File: config.mk
export PLATFORM = sky130hd
export DESIGN_NAME = mem_copy_host
export DESIGN_NICKNAME = d
export VERILOG_FILES = /design/src/rtl/mem_copy_pkg.sv /design/src/rtl/mem_copy_host.sv
export SDC_FILE = /design/constraint.sdc
export NUM_CORES = 1
export LEC_CHECK = 0
export ABC_AREA = 1
export ABC_CLOCK_PERIOD_IN_PS = 2850
export CAP_MARGIN = 15
export CORE_ASPECT_RATIO = 2
export CORE_MARGIN = 3
export CORE_UTILIZATION = 45
export CTS_CLUSTER_DIAMETER = 100
export DETAILED_ROUTE_END_ITERATION = 6
export PLACE_DENSITY = 0.73
export SLEW_MARGIN = 20
export SYNTH_ARGS = -nofsm -noshare
export SYNTH_HDL_FRONTEND = slang
export SYNTH_SLANG_ARGS = --single-unit
export TNS_END_PERCENT = 10
File: constraint.sdc
create_clock -name clk_i -period 2.85 [get_ports clk_i]
set_clock_uncertainty 0.05 [all_clocks]
set_input_delay 0.57 -clock clk_i [delete_from_list [all_inputs] [get_ports clk_i]]
set_output_delay 0.57 -clock clk_i [all_outputs]
set_load 0.02 [all_outputs]
File: src/rtl/mem_copy_pkg.sv
// Shared types and constants for the mem_copy_host word-copy bus initiator.
package mem_copy_pkg;

  typedef enum logic [1:0] {
    IDLE = 2'd0,
    RD   = 2'd1,
    WR   = 2'd2,
    DONE = 2'd3
  } state_t;

  localparam logic [3:0]  BE_FULL     = 4'hF;
  localparam logic [31:0] WORD_STRIDE = 32'd4;

  function automatic logic word_aligned(input logic [31:0] byte_addr);
    return byte_addr[1:0] == 2'b00;
  endfunction

endpackage

File: src/rtl/mem_copy_host.sv
// Copies a block of words within one single-port memory, one read then one write per word.
// Optional running checksum of written words: define MEM_COPY_CSUM_EN.
module mem_copy_host
  import mem_copy_pkg::*;
#(
  parameter int LenW = 16
) (
  input  logic            clk_i,
  input  logic            rst_ni,
  input  logic            start_i,
  input  logic [31:0]     src_addr_i,
  input  logic [31:0]     dst_addr_i,
  input  logic [LenW-1:0] len_i,
  output logic            busy_o,
  output logic            done_o,
  output logic            err_o,
  output logic            req_o,
  output logic            we_o,
  output logic [3:0]      be_o,
  output logic [31:0]     addr_o,
  output logic [31:0]     wdata_o,
`ifdef MEM_COPY_CSUM_EN
  output logic [31:0]     csum_o,
`endif
  input  logic            rvalid_i,
  input  logic [31:0]     rdata_i
);

  localparam logic [LenW-1:0] LenOne = {{(LenW-1){1'b0}}, 1'b1};

  state_t          state;
  logic [31:0]     src_ptr;
  logic [31:0]     dst_ptr;
  logic [LenW-1:0] remaining;
  logic [LenW-1:0] remaining_next;
  logic            busy_q;
  logic            done_q;
  logic            err_q;
  logic            addr_ok;
  logic            accept;
  logic            word_written;

  assign addr_ok        = word_aligned(src_addr_i) && word_aligned(dst_addr_i);
  assign accept         = (state == IDLE) && start_i && addr_ok;
  assign word_written   = (state == WR) && rvalid_i;
  assign remaining_next = remaining - LenOne;

  always_ff @(posedge clk_i or negedge rst_ni) begin
    if (!rst_ni) begin
      state     <= IDLE;
      src_ptr   <= '0;
      dst_ptr   <= '0;
      remaining <= '0;
      busy_q    <= 1'b0;
      done_q    <= 1'b0;
      err_q     <= 1'b0;
    end else begin
      done_q <= 1'b0;
      err_q  <= 1'b0;
      case (state)
        IDLE: begin
          if (start_i) begin
            if (!addr_ok) begin
              err_q <= 1'b1;
            end else if (len_i == '0) begin
              state  <= DONE;
              done_q <= 1'b1;
            end else begin
              src_ptr   <= src_addr_i;
              dst_ptr   <= dst_addr_i;
              remaining <= len_i;
              busy_q    <= 1'b1;
              state     <= RD;
            end
          end
        end
        RD: state <= WR;
        WR: begin
          // Hold here until the responder returns data; pointers wrap modulo 2^32.
          if (rvalid_i) begin
            src_ptr   <= src_ptr + WORD_STRIDE;
            dst_ptr   <= dst_ptr + WORD_STRIDE;
            remaining <= remaining_next;
            if (remaining_next == '0) begin
              state  <= DONE;
              done_q <= 1'b1;
              busy_q <= 1'b0;
            end else begin
              state <= RD;
            end
          end
        end
        DONE: state <= IDLE;
        default: begin
          state  <= IDLE;
          busy_q <= 1'b0;
        end
      endcase
    end
  end

  assign busy_o = busy_q;
  assign done_o = done_q;
  assign err_o  = err_q;

  // The write is issued in the same cycle the read data arrives, so it passes straight through.
  always_comb begin
    req_o   = 1'b0;
    we_o    = 1'b0;
    be_o    = 4'h0;
    addr_o  = 32'h0;
    wdata_o = 32'h0;
    case (state)
      RD: begin
        req_o  = 1'b1;
        be_o   = BE_FULL;
        addr_o = src_ptr;
      end
      WR: begin
        if (rvalid_i) begin
          req_o   = 1'b1;
          we_o    = 1'b1;
          be_o    = BE_FULL;
          addr_o  = dst_ptr;
          wdata_o = rdata_i;
        end
      end
      default: ;
    endcase
  end

`ifdef MEM_COPY_CSUM_EN
  logic [31:0] csum;

  always_ff @(posedge clk_i or negedge rst_ni) begin
    if (!rst_ni) begin
      csum <= '0;
    end else if (accept) begin
      csum <= '0;
    end else if (word_written) begin
      csum <= csum + rdata_i;
    end
  end

  assign csum_o = csum;
`else
  // Without the checksum option there is no accumulator and no extra port.
`endif

endmodule
==> results of run 1 <==
## stage by stage
step / util (%) / setup TNS, ns
after global routing: 63.48 / 0
final: 63.48 / 0
after detailed placement: 61.23 / -1.434
after global placement: 61.23 / -0.3622
after CTS: 63.47 / 0
after floorplan: - / 0
## metal layers
metal,routed length (um),up-vias
li1,-,3690
met1,8607,3495
met2,12590,314
met3,1352,78
met4,1347,0
met5,0,-
## worst paths after layout
check / start / to / slack [ns] / cells past startpoint
max in group asynchronous: rst_ni / dst_ptr[9] / 1.93 / 2
min in group clk_i: dst_ptr[0] / dst_ptr[0] / 0.44 / 2
worst max register to register: state[0] / dst_ptr[8] / 0.54 / 11
worst min-delay path: rst_ni / src_ptr[28] / 0.15 / 1
worst max-delay path: rvalid_i / wdata_o[22] / 0.13 / 5
worst min register to register: dst_ptr[0] / dst_ptr[0] / 0.44 / 2
## logic make-up (layout without fill, tap and decap cells)
logic type / Yosys count / in the layout / synth area share, %
xor+xnor: 19 / 19 / 2.506
simple gates: 548 / 548 / 35.50
compound gates: 189 / 189 / 17.00
fa+ha+maj: 8 / 8 / 1.508
buf+inv: 171 / 367 / 11.31
flops: 85 / 85 / 32.03
mux: 1 / 1 / 0.1508
## state kept, by name, indices dropped and copies added, names as in the netlist
signal     flops
dst_ptr       32
remaining     16
err_o          1
src_ptr       32
state          2
busy_o         1
done_o         1
## cells in the mapped netlist, types with 2 or more instances
cell	number	area share (%)
a211oi_2	7	1.3
a21oi_1	59	4.4
a22oi_1	11	1.2
a31oi_1	4	0.38
and2_1	3	0.28
buf_2	10	0.75
buf_4	8	0.90
buf_6	7	1.2
clkbuf_1	22	1.2
dfrtp_1	85	32
ha_1	8	1.5
inv_1	115	6.5
inv_2	4	0.23
nand2_1	264	15
nand2_2	3	0.28
nand3_1	60	4.5
nand3_2	2	0.30
nand3b_1	7	0.79
nand4_1	11	1.0
nor2_1	146	8.3
nor2_2	12	1.1
nor2_4	3	0.51
nor3_1	21	1.6
nor3_2	3	0.45
nor4_1	3	0.28
o211ai_1	18	2.0
o21ai_0	46	3.5
o21ai_1	16	1.2
o21ai_2	2	0.26
o221ai_1	2	0.26
o22ai_1	20	1.9
or2_0	2	0.19
or2_2	4	0.38
xnor2_1	3	0.40
xor2_1	16	2.1
## placed cells by master (no fill, tap or decap), types with 9 or more instances in the layout
master,synthesis,routed
nand4_1,11,11
inv_1,115,114
buf_4,8,34
dlygate4sd2_1,0,37
a21oi_1,59,59
nor3_1,21,21
o21ai_1,16,16
nand2_1,264,264
clkdlybuf4s50_1,0,149
nor2_1,146,146
clkbuf_16,0,9
a22oi_1,11,11
o21ai_0,46,46
nand3_1,60,60
o22ai_1,20,20
xor2_1,16,16
dfrtp_1,85,85
nor2_2,12,12
o211ai_1,18,18
## repair_timing
item	in CTS	in global routing
buffers inserted	4	0
gates resized for setup	38	1
gates cloned	0	0
hold endpoints to repair	0	0
setup endpoints to repair	37	1
## area by class of cell
| class | instances | area [um2] |
|---|---|---|
| Clock inverter | 6 | 86.33 |
| Fill cell | 1424 | 5269 |
| Tap cell | 192 | 240.2 |
| Multi-Input combinational cell | 765 | 3765 |
| Inverter | 122 | 474.2 |
| Timing Repair Buffer | 229 | 2228 |
| Clock buffer | 10 | 239.0 |
| Sequential cell | 85 | 2127 |
## power by group
part           switching, mW  total, mW  internal (mW)
combinational           3.26       5.35           2.09
sequential             0.926       2.74           1.82
clock                  0.530       1.32          0.792
total                   4.72       9.41           4.70
==> results.toml, run 1 <==
[run_status]
outcome = "completed"

[setup_path]
critPathKind = "input pin to output pin"
path_cells = "clkdlybuf4s50_1, nand2_1, buf_4, nor2_1, clkdlybuf4s50_1"
critPathSlowestCell = "clkdlybuf4s50_1"
crit_required_ns = 2.23
cp_top_family = "buffers and inverters"
worstSetupEndpointType = "output pin"
start_kind = "input pin"
path_max_fanout = 32
cp_slowest_stage_delay_ns = 0.62
arrival_ns = 2.10
crit_path_frequent_cell = "clkdlybuf4s50_1"
worst-path-buf-inv = 3

[logic_synthesis]
async_flop_share_pct = 100.0
avgSynthCellArea_um2 = 6.504
synth_edf_count = 0
synth_area_um2 = 6640
synthFlopType = "dfrtp_1"
synth_cell_types = 49
synth_nets = 1145
yosysSeqAreaShare_pct = 32.03
synth_warnings = 0
synth-seq-cells = 85
synthCells = 1021

[final_layout]
fin_cells = 1409
diodes = 0
fin_area_um2 = 9160
areaGrowthSynthToFinish_pct = 37.95
drive_above_1_share_pct = 8.546
final_nets = 1336

[global_routing]
met3_usage_pct = 4.455
grt_max_degree = 55
grtUsageTotal_pct = 29.26
use_met1_pct = 31.06
grt_pass1_vias = 7320
met2_usage_pct = 53.88
grt_remaining_overflow = 0
antenna_found_initial = 0
grt_pass1_wl_um = 37320
top_usage_layer = "met2"

[detailed_routing]
initialDrtViolationCount = 399
drc = 0
viasPerCell = 5.378
route.vias.total = 7577
wl_um = 23890
drtPass1Iterations = 5
post_drt_wl_per_cell_um = 16.96
ant_nets = 0

[timing]
rsz0062_at_grt = "false"
max_freq_ghz = 0.3675
setup_violations = 0
worst_slew_pin_slew_ns = 0.5545
slew_headroom_pct = 63.03
fin_ws_ns = 0.1291
drv_slew = 0
finalCritPeriodShare_pct = 95.47
holdWs_ns = 0.1459
layout_min_cycle_time_ns = 2.721
final_hold_viol_count = 0

[clock_tree]
cts.sinks = 85
cts_root_buf = "clkbuf_16"
clk_latency_ns = 0.35
clk_pin_slew_ns = 0.07
cts_tree = "built"
cts_buffers = 9
cts_buffer_depth = 2
htreeDepth = 3
cts_hold_buf = 0

[job]
max-cap-violations = 0

[placed_design]
dpl_worst_slack_ns = -0.08760
placed_cell_area_um2 = 8835
place_congestion = 0.9362
port_buffers = 188
dp_hpwl_um = 18470
dp.cells = 1389

[hold_path]
min_path_type = "input pin to asynchronous set/reset pin"

[floorplanning]
dieWidth_um = 91.90
io_pins = 189
die_y_um = 177.8
rows = 62
die-area_um2 = 16340
core_um2 = 14430
start_util_pct = 46.02

[power]
powerDensity_nw_per_um2 = 1028
ir_worst_vdd_v = 0.0005608
power_leakage_nw = 4.119
power_mw = 9.414
(Power assumes the default switching activity.)
==> run 2: changes to the inputs <==
--- a/config.mk
+++ b/config.mk
@@ -10,10 +10,10 @@
 export CAP_MARGIN = 15
 export CORE_ASPECT_RATIO = 2
 export CORE_MARGIN = 3
-export CORE_UTILIZATION = 45
+export CORE_UTILIZATION = 49
 export CTS_CLUSTER_DIAMETER = 100
 export DETAILED_ROUTE_END_ITERATION = 6
-export PLACE_DENSITY = 0.73
+export PLACE_DENSITY = 0.79
 export SLEW_MARGIN = 20
 export SYNTH_ARGS = -nofsm -noshare
 export SYNTH_HDL_FRONTEND = slang
==> run 2 against run 1 <==
Compared with the run above:
- critical path depth increased by 1
- cell count shrank 3.3%
- total power fell by 1.9%
- core utilization rose by 6.3 points
- worst setup slack gained 0.036 ns
- highest routed layer unchanged
==> results.toml, run 2 (synthesized netlist as in run 1, its figures left out) <==
[clock_tree]
cts_tree = "built"
cts_root_buf = "clkbuf_16"
clk_pin_slew_ns = 0.06
cts_buffers = 9
cts_hold_buf = 0
clk_latency_ns = 0.35
htreeDepth = 3
cts.sinks = 85
cts_buffer_depth = 2

[run_status]
outcome = "completed"

[power]
ir_worst_vdd_v = 0.0007629
power_leakage_nw = 4.864
powerDensity_nw_per_um2 = 1008

[setup_path]
worstSetupEndpointType = "output pin"
path_max_fanout = 26
arrival_ns = 2.06
crit_required_ns = 2.23
start_kind = "flop"
critPathKind = "flop to output pin"

[placed_design]
dp_hpwl_um = 18040
place_congestion = 0.9350
dp.cells = 1344
port_buffers = 188

[job]
max-cap-violations = 0

[final_layout]
final_nets = 1329
final_cell_mix = "264 x nand2_1, 146 x nor2_1, 118 x clkdlybuf4s50_1, 114 x inv_1, 85 x dfrtp_1"
fin_cells = 1362
drive_above_1_share_pct = 7.769
largestRegisters = "dst_ptr (32), src_ptr (32), remaining (16)"
finish.utilization_pct = 69.76
areaGrowthSynthToFinish_pct = 38.04
diodes = 0
final_common_cell = "nand2_1"

[detailed_routing]
ant_nets = 0
route.vias.total = 7664
initialDrtViolationCount = 474
post_drt_wl_per_cell_um = 16.92
drtPass1Iterations = 5
viasPerCell = 5.627
wl_um = 23040
drc = 0

[floorplanning]
dieWidth_um = 88.32
die-area_um2 = 15070
rows = 59
core_um2 = 13140
io_pins = 189
start_util_pct = 50.53
die_y_um = 170.6

[global_routing]
grt_pass1_vias = 7733
grt_remaining_overflow = 0
antenna_found_initial = 0
grt_max_degree = 59
grtUsageTotal_pct = 31.38
grt_pass1_wl_um = 36830

[timing]
drv_slew = 0
slew_headroom_pct = 56.92
rsz0062_at_grt = "false"
finalCritPeriodShare_pct = 94.19
layout_min_cycle_time_ns = 2.684
fin_setup_tns_ns = 0
max_freq_ghz = 0.3725
worst_slew_pin_slew_ns = 0.6462
final_hold_viol_count = 0
holdWs_ns = 0.1627
setup_violations = 0

[hold_path]
min_path_type = "input pin to asynchronous set/reset pin"
-- run 2: path summary, 6_finish.rpt --
kind | startpoint | to | slack [ns] | cells after the start
worst max register to register | dst_ptr[3] | dst_ptr[30] | 0.68 | 11
worst min-delay path | rst_ni | remaining[5] | 0.16 | 1
min in group clk_i | dst_ptr[1] | dst_ptr[1] | 0.44 | 2
max in group asynchronous | rst_ni | src_ptr[18] | 1.92 | 2
worst max-delay path | state[0] | we_o | 0.17 | 6
worst min register to register | dst_ptr[1] | dst_ptr[1] | 0.44 | 2
-- run 2: what timing repair did --
action,CTS,global route
pin swaps,0,0
setup buffers,0,2
resized for setup,18,54
setup endpoints to repair,37,57
-- run 2: area by class of cell --
class / instances / area [um2]
Inverter: 122 / 474.2
Fill cell: 1172 / 3974
Clock inverter: 4 / 72.57
Multi-Input combinational cell: 765 / 3775
Timing Repair Buffer: 222 / 2291
Tap cell: 152 / 190.2
Sequential cell: 85 / 2127
Clock buffer: 12 / 236.5
-- run 2: critical path, cell delays in order (launching register included) --
cell and delay, ns:
dfrtp_1 0.38, inv_1 0.16, ha_4 0.20, nand2_1 0.08, clkinv_1 0.09, buf_12 0.17, clkdlybuf4s50_1 0.62
-- run 2: per-stage QoR --
step	instance area [um2]	worst slack, ns	total power [mW]
2_1_floorplan	6640	0.09838	6.067
3_3_place_gp	8722	-0.03743	7.843
3_5_place_dp	8722	-0.06782	7.957
4_1_cts	9009	-0.1231	9.167
5_1_grt	9166	0.04222	9.956
6_report	9166	0.1655	9.237
-- run 2: layer usage --
layer  vias to the layer above  routed length (um)  track usage, %
li1                       3683                   -               -
met1                      3538                8081           32.95
met2                       358               12250           56.57
met3                        85                1378           5.735
met4                         0                1332           18.09
met5                         -                   0               0
-- run 2: power breakdown --
group	internal, mW	leakage [nW]	switching (mW)
clock network	0.768	0.147	0.501
logic	2.05	3.70	3.19
registers	1.82	1.02	0.907
==> run 3: changes to the inputs <==
--- a/config.mk
+++ b/config.mk
@@ -13,7 +13,7 @@
 export CORE_UTILIZATION = 49
 export CTS_CLUSTER_DIAMETER = 100
 export DETAILED_ROUTE_END_ITERATION = 6
-export PLACE_DENSITY = 0.79
+export PLACE_DENSITY = 0.89
 export SLEW_MARGIN = 20
 export SYNTH_ARGS = -nofsm -noshare
 export SYNTH_HDL_FRONTEND = slang
==> run 3 against run 2 <==
Compared with the run above:
- the flow now finishes with violations (setup timing)
- register-to-register slack worse by 0.51 ns
- design area is 1.6% lower
- count of clock-buffer cells in the layout is 1 higher
- clock power is 7% lower
- worst setup slack worse by 0.23 ns
- fmax is 7.8% lower
- cell count is 0.44% lower
- total power is 1.8% lower
- largest cell class unchanged
- largest power group unchanged
==> results.toml, run 3 (synthesized netlist as in run 1, its figures left out) <==
[floorplanning]
die_y_um = 170.6
core_um2 = 13140
dieWidth_um = 88.32
io_pins = 189
start_util_pct = 50.53
rows = 59
die-area_um2 = 15070

[setup_path]
crit_path_frequent_cell = "inv_1"
arrival_ns = 2.29
crit_required_ns = 2.23
path_cells = "inv_1, ha_1, inv_1, buf_4, a21oi_1, clkdlybuf4s50_1"
cp_slowest_stage_delay_ns = 0.54
critPathKind = "flop to output pin"
worst-path-buf-inv = 4
start_kind = "flop"
worstSetupEndpointType = "output pin"
critPathSlowestCell = "clkdlybuf4s50_1"
cp_top_family = "buffers and inverters"
path_max_fanout = 14

[detailed_routing]
met1_length_um = 7721
drtPass1Iterations = 5
wl_um = 23180
wl_met3_um = 1663
ant_nets = 0
initialDrtViolationCount = 465
dr_wl_met2_um = 12000
post_drt_wl_per_cell_um = 17.09
drc = 0
viasPerCell = 5.701
route.vias.total = 7730
top_layer_used = "met4"

[clock_tree]
cts.sinks = 85
cts_buffer_depth = 2
clk_pin_slew_ns = 0.06
cts_root_buf = "clkbuf_16"
cts_buffers = 9
clk_latency_ns = 0.34
postCtsSetupRepairBufs = 0
htreeDepth = 3
cts_tree = "built"

[global_routing]
grt_pass1_wl_um = 37130
grt_max_degree = 61
grtUsageTotal_pct = 31.77
grt_remaining_overflow = 0
antenna_found_initial = 1
grt_pass1_vias = 7810

[power]
powerDensity_nw_per_um2 = 1006
pwr-share-clk_pct = 13.0
switching_power_mw = 4.571
power_frac_comb_pct = 57.0
pwr-share-seq_pct = 29.9
power_leakage_nw = 4.023
ir_worst_vdd_v = 0.0006779
switching_share_pct = 50.39
p_int_mw = 4.500

[final_layout]
multi_input_area_um2 = 3765
largestRegisters = "dst_ptr (32), src_ptr (32), remaining (16)"
areaGrowthSynthToFinish_pct = 35.78
fill_cells = 1110
drive_above_1_share_pct = 7.398
final_nets = 1322
final_cell_mix = "264 x nand2_1, 156 x clkdlybuf4s50_1, 146 x nor2_1, 115 x inv_1, 85 x dfrtp_1"
final_common_cell = "nand2_1"
regArea_um2 = 2127

[placed_design]
dpl_worst_slack_ns = -0.1092
dp_hpwl_um = 17890
place_congestion = 0.9692
port_buffers = 188

[timing]
slew_headroom_pct = 55.12
max_freq_ghz = 0.3434
layout_min_cycle_time_ns = 2.912
fin_setup_tns_ns = -0.3482
fin_ws_ns = -0.06216
rsz0062_at_grt = "true"
setup_violations = 6
final_hold_viol_count = 0
worst_slew_pin_slew_ns = 0.6732
drv_slew = 0
finalCritPeriodShare_pct = 102.2

[job]
max-cap-violations = 0

[run_status]
outcome = "complete, but fails checks"
violations = "setup timing"

[hold_path]
min_path_type = "input pin to asynchronous set/reset pin"
==> run 3: cell types whose count changed in the layout (fill, tap and decap cells not counted), sizes merged, moves of 2 or more <==
cell,before,now
clkdlybuf4s50,118,156
dlygate4sd2,17,30
dlymetal6s2s,51,1
buf,35,28
bufinv,2,0
==> run 3: path summary, 6_finish.rpt <==
path,startpoint,endpoint,slack [ns],cells past startpoint
min in group clk_i,src_ptr[1],src_ptr[1],0.44,2
worst max-delay path,state[0],addr_o[17],-0.06,6
worst min register to register,src_ptr[1],src_ptr[1],0.44,2
worst min-delay path,rst_ni,src_ptr[30],0.18,1
max in group asynchronous,rst_ni,dst_ptr[24],1.90,2
worst max register to register,state[0],dst_ptr[4],0.17,12
==> run 3: per-stage QoR <==
stage / cells / hold WS [ns] / power (mW) / util (%) / area (um2)
2_1_floorplan: 1021 / 0.2244 / 6.067 / - / 6640
3_3_place_gp: 1339 / 0.4146 / 7.755 / 66.57 / 8747
3_5_place_dp: 1339 / 0.4225 / 7.916 / 66.57 / 8747
4_1_cts: 1355 / 0.2113 / 9.009 / 68.55 / 9007
5_1_grt: 1356 / 0.2265 / 9.746 / 68.62 / 9016
6_report: 1356 / 0.1838 / 9.071 / 68.62 / 9016
==> run 3: layout make-up <==
class	count	share of cell area, %
clock buffer	13	3.109
tap	152	2.109
antenna	1	0.02775
multi-input combinational	765	41.76
inverter	122	5.218
timing repair buffer	215	23.99
sequential	85	23.59
clock inverter	3	0.1943
==> run 3: worst reg2reg max path, cell delays in order, from the launching register on <==
cell,delay [ns]
dfrtp_1,0.38
inv_1,0.12
ha_2,0.20
buf_4,0.54
inv_6,0.03
or2_4,0.25
nand3_4,0.10
nor2_2,0.04
nand2_2,0.20
nor2_4,0.07
inv_2,0.28
nor2_1,0.11
a211oi_2,0.21
==> run 3: metal layers <==
| metal | vias up | GRT usage [%] |
|---|---|---|
| met5 | - | 0 |
| met4 | 0 | 23.16 |
| met3 | 110 | 5.831 |
| met2 | 416 | 55.62 |
| met1 | 3531 | 32.63 |
| li1 | 3673 | - |
==> run 3: power by group through the flow <==
stage          combinational, mW  sequential, mW  clock, mW
4_1_cts                     5.15            2.68       1.18
3_5_place_dp                5.22            2.69          0
6_report                    5.17            2.72       1.18
3_3_place_gp                5.08            2.67          0
5_1_grt                     5.73            2.78       1.24
2_1_floorplan               3.73            2.34          0
==> run 3: timing repair <==
| item | CTS | global route |
|---|---|---|
| resized for setup | 30 | 2 |
| hold buffers | 0 | 0 |
| endpoints found under the setup margin | 36 | 8 |
